==> src/rtl/fifo_uart_tx.sv <==
// fifo_uart_tx: drains 32-bit words from the output FIFO and sends each one as
// four UART 8N1 frames (least-significant byte first, LSB-first bits) on tx.
// The read port is standard (non-FWFT): data is valid the cycle after the pop.

module fifo_uart_tx #(
  parameter int CLKS_PER_BIT = 868,  // clk cycles per UART bit, 2..65535
  parameter int CNT_W        = 16    // width of the words_sent counter
) (
  input  logic             clk,
  input  logic             rst,
  input  logic             fifo_empty,
  input  logic [31:0]      fifo_rd_data,
  output logic             fifo_rd_en,
  output logic             tx,
  output logic             busy,
  output logic [1:0]       byte_idx,
  output logic [CNT_W-1:0] words_sent
);

  typedef enum logic [2:0] {
    IDLE,   // line high, waiting for a word
    POP,    // one-cycle read strobe to the FIFO
    LOAD,   // FIFO data is valid now; capture it
    START,  // start bit (low)
    DATA,   // eight data bits, LSB first
    STOP    // stop bit (high), then next byte or next word
  } state_t;

  localparam logic [15:0] BAUD_LAST = 16'(CLKS_PER_BIT - 1);

  state_t      state;
  logic [15:0] baud_cnt;
  logic [2:0]  bit_idx;
  logic [31:0] shift_word;

  logic        baud_done;
  logic [2:0]  bit_next;
  logic [7:0]  cur_byte;

  // Bit-timing and byte-select helpers for the sequencer.
  assign baud_done = (baud_cnt == BAUD_LAST);
  assign bit_next  = bit_idx + 3'd1;
  assign cur_byte  = shift_word[{byte_idx, 3'b000} +: 8];

  // Transmit sequencer: state, baud/bit counters and all registered outputs.
  // NOTE: sequential state uses non-blocking assignments so every register
  // samples pre-edge values, independent of statement order in this block.
  always_ff @(posedge clk) begin
    if (rst) begin
      state      <= IDLE;
      tx         <= 1'b1;
      fifo_rd_en <= 1'b0;
      busy       <= 1'b0;
      byte_idx   <= 2'd0;
      bit_idx    <= 3'd0;
      baud_cnt   <= 16'd0;
      words_sent <= '0;
    end else begin
      case (state)
        IDLE: begin
          tx <= 1'b1;
          if (!fifo_empty) begin
            state      <= POP;
            fifo_rd_en <= 1'b1;
            busy       <= 1'b1;
          end
        end

        POP: begin
          fifo_rd_en <= 1'b0;
          state      <= LOAD;
        end

        LOAD: begin
          // NOTE: shift_word is pure datapath and is always written here before
          // it is read, so it needs no reset term.
          shift_word <= fifo_rd_data;
          byte_idx   <= 2'd0;
          bit_idx    <= 3'd0;
          baud_cnt   <= 16'd0;
          tx         <= 1'b0;
          state      <= START;
        end

        START: begin
          if (baud_done) begin
            baud_cnt <= 16'd0;
            bit_idx  <= 3'd0;
            tx       <= cur_byte[0];
            state    <= DATA;
          end else begin
            baud_cnt <= baud_cnt + 16'd1;
          end
        end

        DATA: begin
          if (baud_done) begin
            baud_cnt <= 16'd0;
            if (bit_idx == 3'd7) begin
              tx    <= 1'b1;
              state <= STOP;
            end else begin
              bit_idx <= bit_next;
              tx      <= cur_byte[bit_next];
            end
          end else begin
            baud_cnt <= baud_cnt + 16'd1;
          end
        end

        STOP: begin
          if (baud_done) begin
            baud_cnt <= 16'd0;
            if (byte_idx != 2'd3) begin
              // Next byte of the same word follows with no gap.
              byte_idx <= byte_idx + 2'd1;
              bit_idx  <= 3'd0;
              tx       <= 1'b0;
              state    <= START;
            end else begin
              words_sent <= words_sent + 1'b1;
              byte_idx   <= 2'd0;
              if (!fifo_empty) begin
                // Back-to-back word: POP and LOAD give a two-cycle high gap.
                state      <= POP;
                fifo_rd_en <= 1'b1;
                busy       <= 1'b1;
              end else begin
                state <= IDLE;
                busy  <= 1'b0;
              end
            end
          end else begin
            baud_cnt <= baud_cnt + 16'd1;
          end
        end

        default: begin
          state      <= IDLE;
          tx         <= 1'b1;
          fifo_rd_en <= 1'b0;
          busy       <= 1'b0;
        end
      endcase
    end
  end

endmodule
==> config.mk <==
export PLATFORM = sky130hd
export DESIGN_NAME = fifo_uart_tx
export DESIGN_NICKNAME = d
export VERILOG_FILES = /design/src/rtl/fifo_uart_tx.sv
export SDC_FILE = /design/constraint.sdc
export NUM_CORES = 1
export LEC_CHECK = 0
export ABC_AREA = 1
export CORE_MARGIN = 2
export CORE_UTILIZATION = 44
export CTS_CLUSTER_SIZE = 25
export DETAILED_ROUTE_END_ITERATION = 16
export PLACE_DENSITY_LB_ADDON = 0.3
export SYNTH_ARGS = -nofsm -noshare
export SYNTH_HDL_FRONTEND = slang
export SYNTH_SLANG_ARGS = --single-unit
==> constraint.sdc <==
create_clock -name clk -period 7 [get_ports clk]
set_input_delay 1.75 -clock clk [delete_from_list [all_inputs] [get_ports clk]]
set_output_delay 1.75 -clock clk [all_outputs]
set_load 0.05 [all_outputs]
==> results of run 1 <==
==> state kept, by name, indices dropped and copies added, names as in the netlist <==
signal,cells
fifo_rd_en,1
shift_word,32
baud_cnt,16
busy,1
words_sent,16
bit_idx,3
tx,1
state,3
byte_idx,2
==> layout make-up <==
class | instances | area share
Timing Repair Buffer | 57 | 0.122
Multi-Input combinational cell | 344 | 0.357
Clock inverter | 5 | 0.0116
Clock buffer | 11 | 0.0284
Inverter | 72 | 0.0585
Tap cell | 105 | 0.0284
Sequential cell | 75 | 0.394
==> cells in the mapped netlist, types with 4 or more instances <==
cell type	n	area, sq um
sky130_fd_sc_hd__buf_2	5	25.0
sky130_fd_sc_hd__edfxtp_1	32	961
sky130_fd_sc_hd__inv_1	66	248
sky130_fd_sc_hd__nor2_1	41	154
sky130_fd_sc_hd__xor2_1	6	52.6
sky130_fd_sc_hd__a21oi_1	35	175
sky130_fd_sc_hd__nor3_1	18	90.1
sky130_fd_sc_hd__o21ai_0	19	95.1
sky130_fd_sc_hd__xnor2_1	4	35.0
sky130_fd_sc_hd__dfxtp_1	43	861
sky130_fd_sc_hd__inv_2	5	18.8
sky130_fd_sc_hd__ha_1	5	62.6
sky130_fd_sc_hd__o21ai_1	4	20.0
sky130_fd_sc_hd__clkbuf_1	5	18.8
sky130_fd_sc_hd__nand3_1	49	245
sky130_fd_sc_hd__nand4_1	7	43.8
sky130_fd_sc_hd__nand2_1	138	518
==> cell families (layout without fill, tap and decap cells) <==
| logic type | count (synthesis) | count (layout) |
|---|---|---|
| simple gates | 267 | 267 |
| buf+inv | 83 | 145 |
| flops | 75 | 75 |
| compound gates | 62 | 62 |
| xor+xnor | 10 | 10 |
| fa+ha+maj | 5 | 5 |
==> per-stage QoR <==
stage	total power, mW	std cells	hold slack, ns
floorplan	0.853	502	0.453
global placement	0.947	653	0.448
detailed placement	0.956	653	0.453
CTS	1.28	669	0.464
global route	1.35	669	0.500
finish	1.27	669	0.457
==> cells in the final DEF, fill, tap and decap left out, drive strengths merged, types with 2 or more instances in the layout <==
cell / n
dfxtp: 43
nand4: 8
a21oi: 35
xnor2: 4
o21ai: 23
nor2: 42
nor3: 18
clkbuf: 11
nand3b: 2
clkinv: 3
clkinvlp: 2
ha: 5
xor2: 6
edfxtp: 32
nor3b: 2
nand3: 51
inv: 71
nand2: 140
clkdlybuf4s50: 55
buf: 2
a31oi: 3
or2: 2
==> power by group through the flow <==
| stage | sequential, mW | combinational, mW | clock, mW |
|---|---|---|---|
| 5_1_grt | 0.559 | 0.448 | 0.345 |
| 4_1_cts | 0.553 | 0.398 | 0.329 |
| 3_3_place_gp | 0.560 | 0.386 | 0 |
| 6_report | 0.552 | 0.397 | 0.321 |
| 2_1_floorplan | 0.574 | 0.279 | 0 |
| 3_5_place_dp | 0.562 | 0.393 | 0 |
==> routing by layer <==
metal	routed length [microns]	vias up
li1	-	1744
met1	3780	1512
met4	93	0
met3	421	9
met2	3870	85
met5	0	-
==> how the worst max path moves through the flow <==
stage / end / cells after the start / start
2_1_floorplan: shift_word[0] / 3 / rst
3_3_place_gp: byte_idx[0] / 1 / byte_idx[0]
3_5_place_dp: byte_idx[0] / 1 / byte_idx[0]
4_1_cts: byte_idx[0] / 1 / byte_idx[0]
5_1_grt: byte_idx[0] / 1 / byte_idx[0]
6_report: byte_idx[0] / 1 / byte_idx[0]
==> flow_metrics.env, run 1 <==
export IMPL_grt_util_all_layers=0.178
export IMPL_worst_slew_pin_tran_ns=0.690
export IMPL_floorplan_die_area_sq_um=9370
export IMPL_regToRegSetupSlack_ns=4.57
export IMPL_share_of_power_burned_in_the_clock_network=0.253
export IMPL_post_route_cells_drive_above_1_share=0.0514
export IMPL_power_internal_uw=817
export IMPL_hold_path_class="register to register"
export IMPL_clkLatencyLatePin_ns=0.35
export IMPL_grt_met2_usage=0.304
export IMPL_vdd_drop_max_uv=147
export IMPL_ys_flop_type="sky130_fd_sc_hd__dfxtp_1"
export IMPL_crit_slowest_cell="sky130_fd_sc_hd__clkdlybuf4s50_1"
export IMPL_global_route_usage_met1=0.226
export IMPL_top_usage_layer="met2"
export IMPL_setup_tns_ns=0
export IMPL_clock_root_buffer="sky130_fd_sc_hd__clkbuf_8"
export IMPL_synth_seq_area_share=0.481
export IMPL_syn_cell_area_sq_um=3790
export IMPL_gr_total_overflow=0
export IMPL_place_port_buffers=55
export IMPL_timing_critical_path_fanout_max=20
export IMPL_gp_routability_congestion=0.868
export IMPL_worst_ep_required_ns=5.25
export IMPL_run_status="finished clean"
export IMPL_drtIter0Drc=161
export IMPL_grt_antenna_before_repair=0
export IMPL_postLayoutSetupSlackWorst_ns=3.19
export IMPL_min_period_ns=3.81
export IMPL_finalWirelength_microns=8170
export IMPL_nFillCells=772
export IMPL_die_y_microns=96.8
export IMPL_synth_compound_gate_area_share=0.0836
export IMPL_power_frac_comb=0.313
export IMPL_initial_utilization=0.457
export IMPL_synth_enable_flop_cells=32
export IMPL_final_design_area_no_fill_sq_um=4620
export IMPL_h_tree_depth=3
export IMPL_post_cts_resize_count=0
export IMPL_ios=56
export IMPL_dpl_worst_slack_ns=3.59
export IMPL_area_of_the_multi_input_gates_sq_um=1650
export IMPL_worstPathCellList="clkdlybuf4s50_1"
export IMPL_post_dp_hpwl_microns=5840
export IMPL_rsz0062_at_grt="false"
export IMPL_timing_setup_critical_path_class="register to output pin"
export IMPL_netSwitchingPower_uw=454
export IMPL_fp_dieW_microns=96.8
export IMPL_critPathCaptureType="output pin"
export IMPL_cp_buffers_inverters=1
export IMPL_reg2regPathDepth=10
export IMPL_ctsHoldBuffers=0
export IMPL_ys_ff_latch=75
export IMPL_avgRoutedWirePerCell_microns=12.2
export IMPL_min_delay_start="fifo_rd_en"
export IMPL_pin_count_of_the_biggest_net_entering_global_routing=33
export IMPL_antenna_cells_inserted=0
export IMPL_cts_setup_buffers=0
export IMPL_critical_path_arrival_ns=2.06
export IMPL_timing_slew_headroom=0.540
export IMPL_critical_path_top_delay_family="buffers and inverters"
export IMPL_worstReg2RegStart="byte_idx[0]"
export IMPL_tritoncts="yes"
export IMPL_cts_reportedPaths_clkPinSlew_ns=0.07
export IMPL_sw_frac_of_total=0.357
export IMPL_drtAntennaViolNets=0
export IMPL_synthDistinctLibCells=32
export IMPL_design_core_area_sq_um=8300
export IMPL_synthesis_nets=542
export IMPL_syn_mean_instance_area_sq_um=7.55
export IMPL_highest_clock_rate_ghz=0.263
export IMPL_grtUsageMet3=0.0434
export IMPL_synth_top_family_by_area="simple AND/OR/NAND/NOR gates"
export IMPL_critical_path_reg2reg_endpoint="words_sent[9]"
export IMPL_synth_adder_area_share=0.0165
export IMPL_slowest_delay_ns=0.95
export IMPL_synthesis_yosys_warnings=0
export IMPL_slew_viol_final=0
export IMPL_worstSetupStartpointType="register"
export IMPL_post_synth_xor_area_fraction=0.0231
export IMPL_async_flop_share=0
export IMPL_grt_pass1_vias=3115
export IMPL_detailed_place_area_sq_um=4440
export IMPL_power_density_nw_per_um2=275
export IMPL_sequential_cell_area_sq_um=1820
export IMPL_final_min_period_over_clock_period=0.544
export IMPL_synth_area_mux_share=0
export IMPL_simple_gate_area_share_of_the_yosys_netlist=0.311
export IMPL_layout_nets=599
export IMPL_post_route_util=0.557
export IMPL_detail_route_drc_violations=0
export IMPL_clock_sink_count=75
export IMPL_total_number_of_vias=3350
export IMPL_detail_route_first_pass_iterations=4
export IMPL_power_share_sequential=0.435
export IMPL_maxCapViolations=0
export IMPL_finalClockSkew_ns=0.0130
export IMPL_synthCells=502
export IMPL_vias_per_cell=5.01
export IMPL_area_delta_synth_final_pct=22.0
export IMPL_hold_path_end="fifo_rd_en"
export IMPL_tritoncts_num_buffers=9
export IMPL_cts_max_path_buffers=2
export IMPL_grt_pass1_wl_microns=14000
export IMPL_core_rowCount=33
export IMPL_cellLeakagePower_nw=1.74
export IMPL_number_of_hold_violations_in_the_final_report=0
export IMPL_setup_violations=0
export IMPL_hold_path_stages=2
Power figures use the tool's default switching activity.
==> inputs of run 2 (changes only) <==
==> constraint.sdc (replaced) <==
create_clock -name clk -period 3.3 [get_ports clk]
set_input_delay 0.825 -clock clk [delete_from_list [all_inputs] [get_ports clk]]
set_output_delay 0.825 -clock clk [all_outputs]
set_load 0.05 [all_outputs]
==> flow_metrics.env, run 2 (same netlist as run 1, synthesis figures left out) <==
export IMPL_cts_max_path_buffers=2
export IMPL_tritoncts_num_buffers=9
export IMPL_drtIter0Drc=157
export IMPL_post_cts_resize_count=0
export IMPL_cts_reportedPaths_clkPinSlew_ns=0.08
export IMPL_sw_frac_of_total=0.362
export IMPL_pin_count_of_the_biggest_net_entering_global_routing=33
export IMPL_finalClockSkew_ns=0.00748
export IMPL_power_frac_comb=0.317
export IMPL_highest_clock_rate_ghz=0.382
export IMPL_fp_dieW_microns=96.8
export IMPL_ios=56
export IMPL_tritoncts="yes"
export IMPL_critical_path_top_delay_family="buffers and inverters"
export IMPL_clock_root_buffer="sky130_fd_sc_hd__clkbuf_8"
export IMPL_rsz0062_at_grt="false"
export IMPL_post_dp_hpwl_microns=6020
export IMPL_slowest_delay_ns=0.88
export IMPL_drtAntennaViolNets=0
export IMPL_critPathCaptureType="output pin"
export IMPL_avgRoutedWirePerCell_microns=12.1
export IMPL_clkLatencyLatePin_ns=0.35
export IMPL_die_y_microns=96.8
export IMPL_vdd_drop_max_uv=308
export IMPL_grt_util_all_layers=0.181
export IMPL_slew_viol_final=0
export IMPL_worst_slew_pin_tran_ns=0.509
export IMPL_timing_slew_headroom=0.660
export IMPL_core_rowCount=33
export IMPL_nFillCells=764
export IMPL_area_of_the_multi_input_gates_sq_um=1650
export IMPL_area_delta_synth_final_pct=22.6
export IMPL_sequential_cell_area_sq_um=1820
export IMPL_final_instance_count_excl_fill=670
export IMPL_hold_path_class="register to register"
export IMPL_critical_path_arrival_ns=1.80
export IMPL_detail_route_first_pass_iterations=4
export IMPL_worstReg2RegStart="byte_idx[1]"
export IMPL_setup_violations=0
export IMPL_gr_total_overflow=0
export IMPL_cts_setup_buffers=0
export IMPL_timing_critical_path_fanout_max=12
export IMPL_layout_commonest_cell="sky130_fd_sc_hd__nand2_1"
export IMPL_grt_pass1_wl_microns=14300
export IMPL_netSwitchingPower_uw=988
export IMPL_power_internal_mw=1.74
export IMPL_maxCapViolations=0
export IMPL_floorplan_die_area_sq_um=9370
export IMPL_share_of_power_burned_in_the_clock_network=0.259
export IMPL_initial_utilization=0.457
export IMPL_antenna_cells_inserted=0
export IMPL_layout_cells_most_common_list="138 x sky130_fd_sc_hd__nand2_1, 66 x sky130_fd_sc_hd__inv_1, 55 x sky130_fd_sc_hd__clkdlybuf4s50_1"
export IMPL_design_core_area_sq_um=8300
export IMPL_grt_antenna_before_repair=0
export IMPL_ctsHoldBuffers=0
export IMPL_hold_path_stages=2
export IMPL_max_reg_flops=32
export IMPL_power_density_nw_per_um2=588
export IMPL_setup_tns_ns=0
export IMPL_worst_ep_required_ns=2.47
export IMPL_power_share_sequential=0.424
export IMPL_min_delay_start="fifo_rd_en"
export IMPL_number_of_hold_violations_in_the_final_report=0
export IMPL_finalWirelength_microns=8110
export IMPL_reg2regPathDepth=10
export IMPL_cp_buffers_inverters=1
export IMPL_timing_setup_critical_path_class="register to output pin"
export IMPL_gp_routability_congestion=0.908
export IMPL_crit_slowest_cell="sky130_fd_sc_hd__clkdlybuf4s50_1"
export IMPL_worstSetupStartpointType="register"
export IMPL_critical_path_reg2reg_endpoint="words_sent[9]"
export IMPL_final_min_period_over_clock_period=0.794
export IMPL_instance_count_after_placement_with_tap_cells_included=654
export IMPL_cellLeakagePower_nw=1.75
export IMPL_top_regs="shift_word x32, baud_cnt x16, words_sent x16"
export IMPL_fin_hold_ws_ns=0.461
export IMPL_clock_sink_count=75
export IMPL_place_port_buffers=55
export IMPL_total_number_of_vias=3335
export IMPL_h_tree_depth=3
export IMPL_register_bank_with_the_most_flops="shift_word"
export IMPL_hold_path_end="fifo_rd_en"
export IMPL_min_period_ns=2.62
export IMPL_run_status="finished clean"
export IMPL_grt_pass1_vias=3222
export IMPL_layout_nets=600
export IMPL_worstPathCellList="clkdlybuf4s50_1"
export IMPL_vias_per_cell=4.98
export IMPL_post_route_cells_drive_above_1_share=0.0584
export IMPL_regToRegSetupSlack_ns=1.14
export IMPL_detail_route_drc_violations=0
[run 2: cell types whose count changed in the layout (fill, tap and decap cells not counted)]
cell                         delta
sky130_fd_sc_hd__clkinvlp_2     +1
sky130_fd_sc_hd__clkinv_4       +1
sky130_fd_sc_hd__buf_4          +1
sky130_fd_sc_hd__clkbuf_1       -2
sky130_fd_sc_hd__clkinv_2       -1
sky130_fd_sc_hd__inv_6          +2
sky130_fd_sc_hd__clkinv_1       -1
[run 2: final cells by class]
type,count,share of cell area
inverter,72,0.0582
sequential,75,0.392
clock buffer,9,0.0267
tap,105,0.0283
timing repair buffer,58,0.123
multi-input combinational,344,0.355
clock inverter,7,0.0164
[run 2: worst max-delay path by stage]
stage	start	endpoint	slack (ns)	depth (start not counted)
2_1_floorplan	rst	shift_word[0]	0.30	3
4_1_cts	byte_idx[1]	byte_idx[1]	0.65	1
3_5_place_dp	byte_idx[1]	byte_idx[1]	1.06	1
6_report	byte_idx[1]	byte_idx[1]	0.68	1
3_3_place_gp	byte_idx[1]	byte_idx[1]	1.05	1
5_1_grt	byte_idx[1]	byte_idx[1]	0.58	1
[run 2: power by group through the flow]
stage | Sequential, mW | Combinational, mW | Clock [mW]
final | 1.16 | 0.866 | 0.707
after global routing | 1.18 | 0.982 | 0.770
after CTS | 1.16 | 0.868 | 0.724
after detailed placement | 1.18 | 0.862 | 0
after global placement | 1.18 | 0.851 | 0
after floorplan | 1.22 | 0.592 | 0
[run 2: metal layers]
layer | GRT usage | part of all wire | vias to the layer above | wire, microns
met2 | 0.297 | 0.46 | 79 | 3750
met5 | 0 | 0 | - | 0
met4 | 0.0553 | 0.011 | 0 | 87
met1 | 0.237 | 0.47 | 1491 | 3840
li1 | - | - | 1755 | -
met3 | 0.0426 | 0.053 | 10 | 429
[run 2: through the flow]
stage / instance area (sq um) / power, mW / setup WS [ns] / util
2_1_floorplan: 3790 / 1.81 / 0.304 / -
3_3_place_gp: 4440 / 2.03 / 1.05 / 0.536
3_5_place_dp: 4440 / 2.04 / 1.06 / 0.536
4_1_cts: 4640 / 2.75 / 0.647 / 0.560
5_1_grt: 4640 / 2.93 / 0.585 / 0.560
6_report: 4640 / 2.73 / 0.679 / 0.560
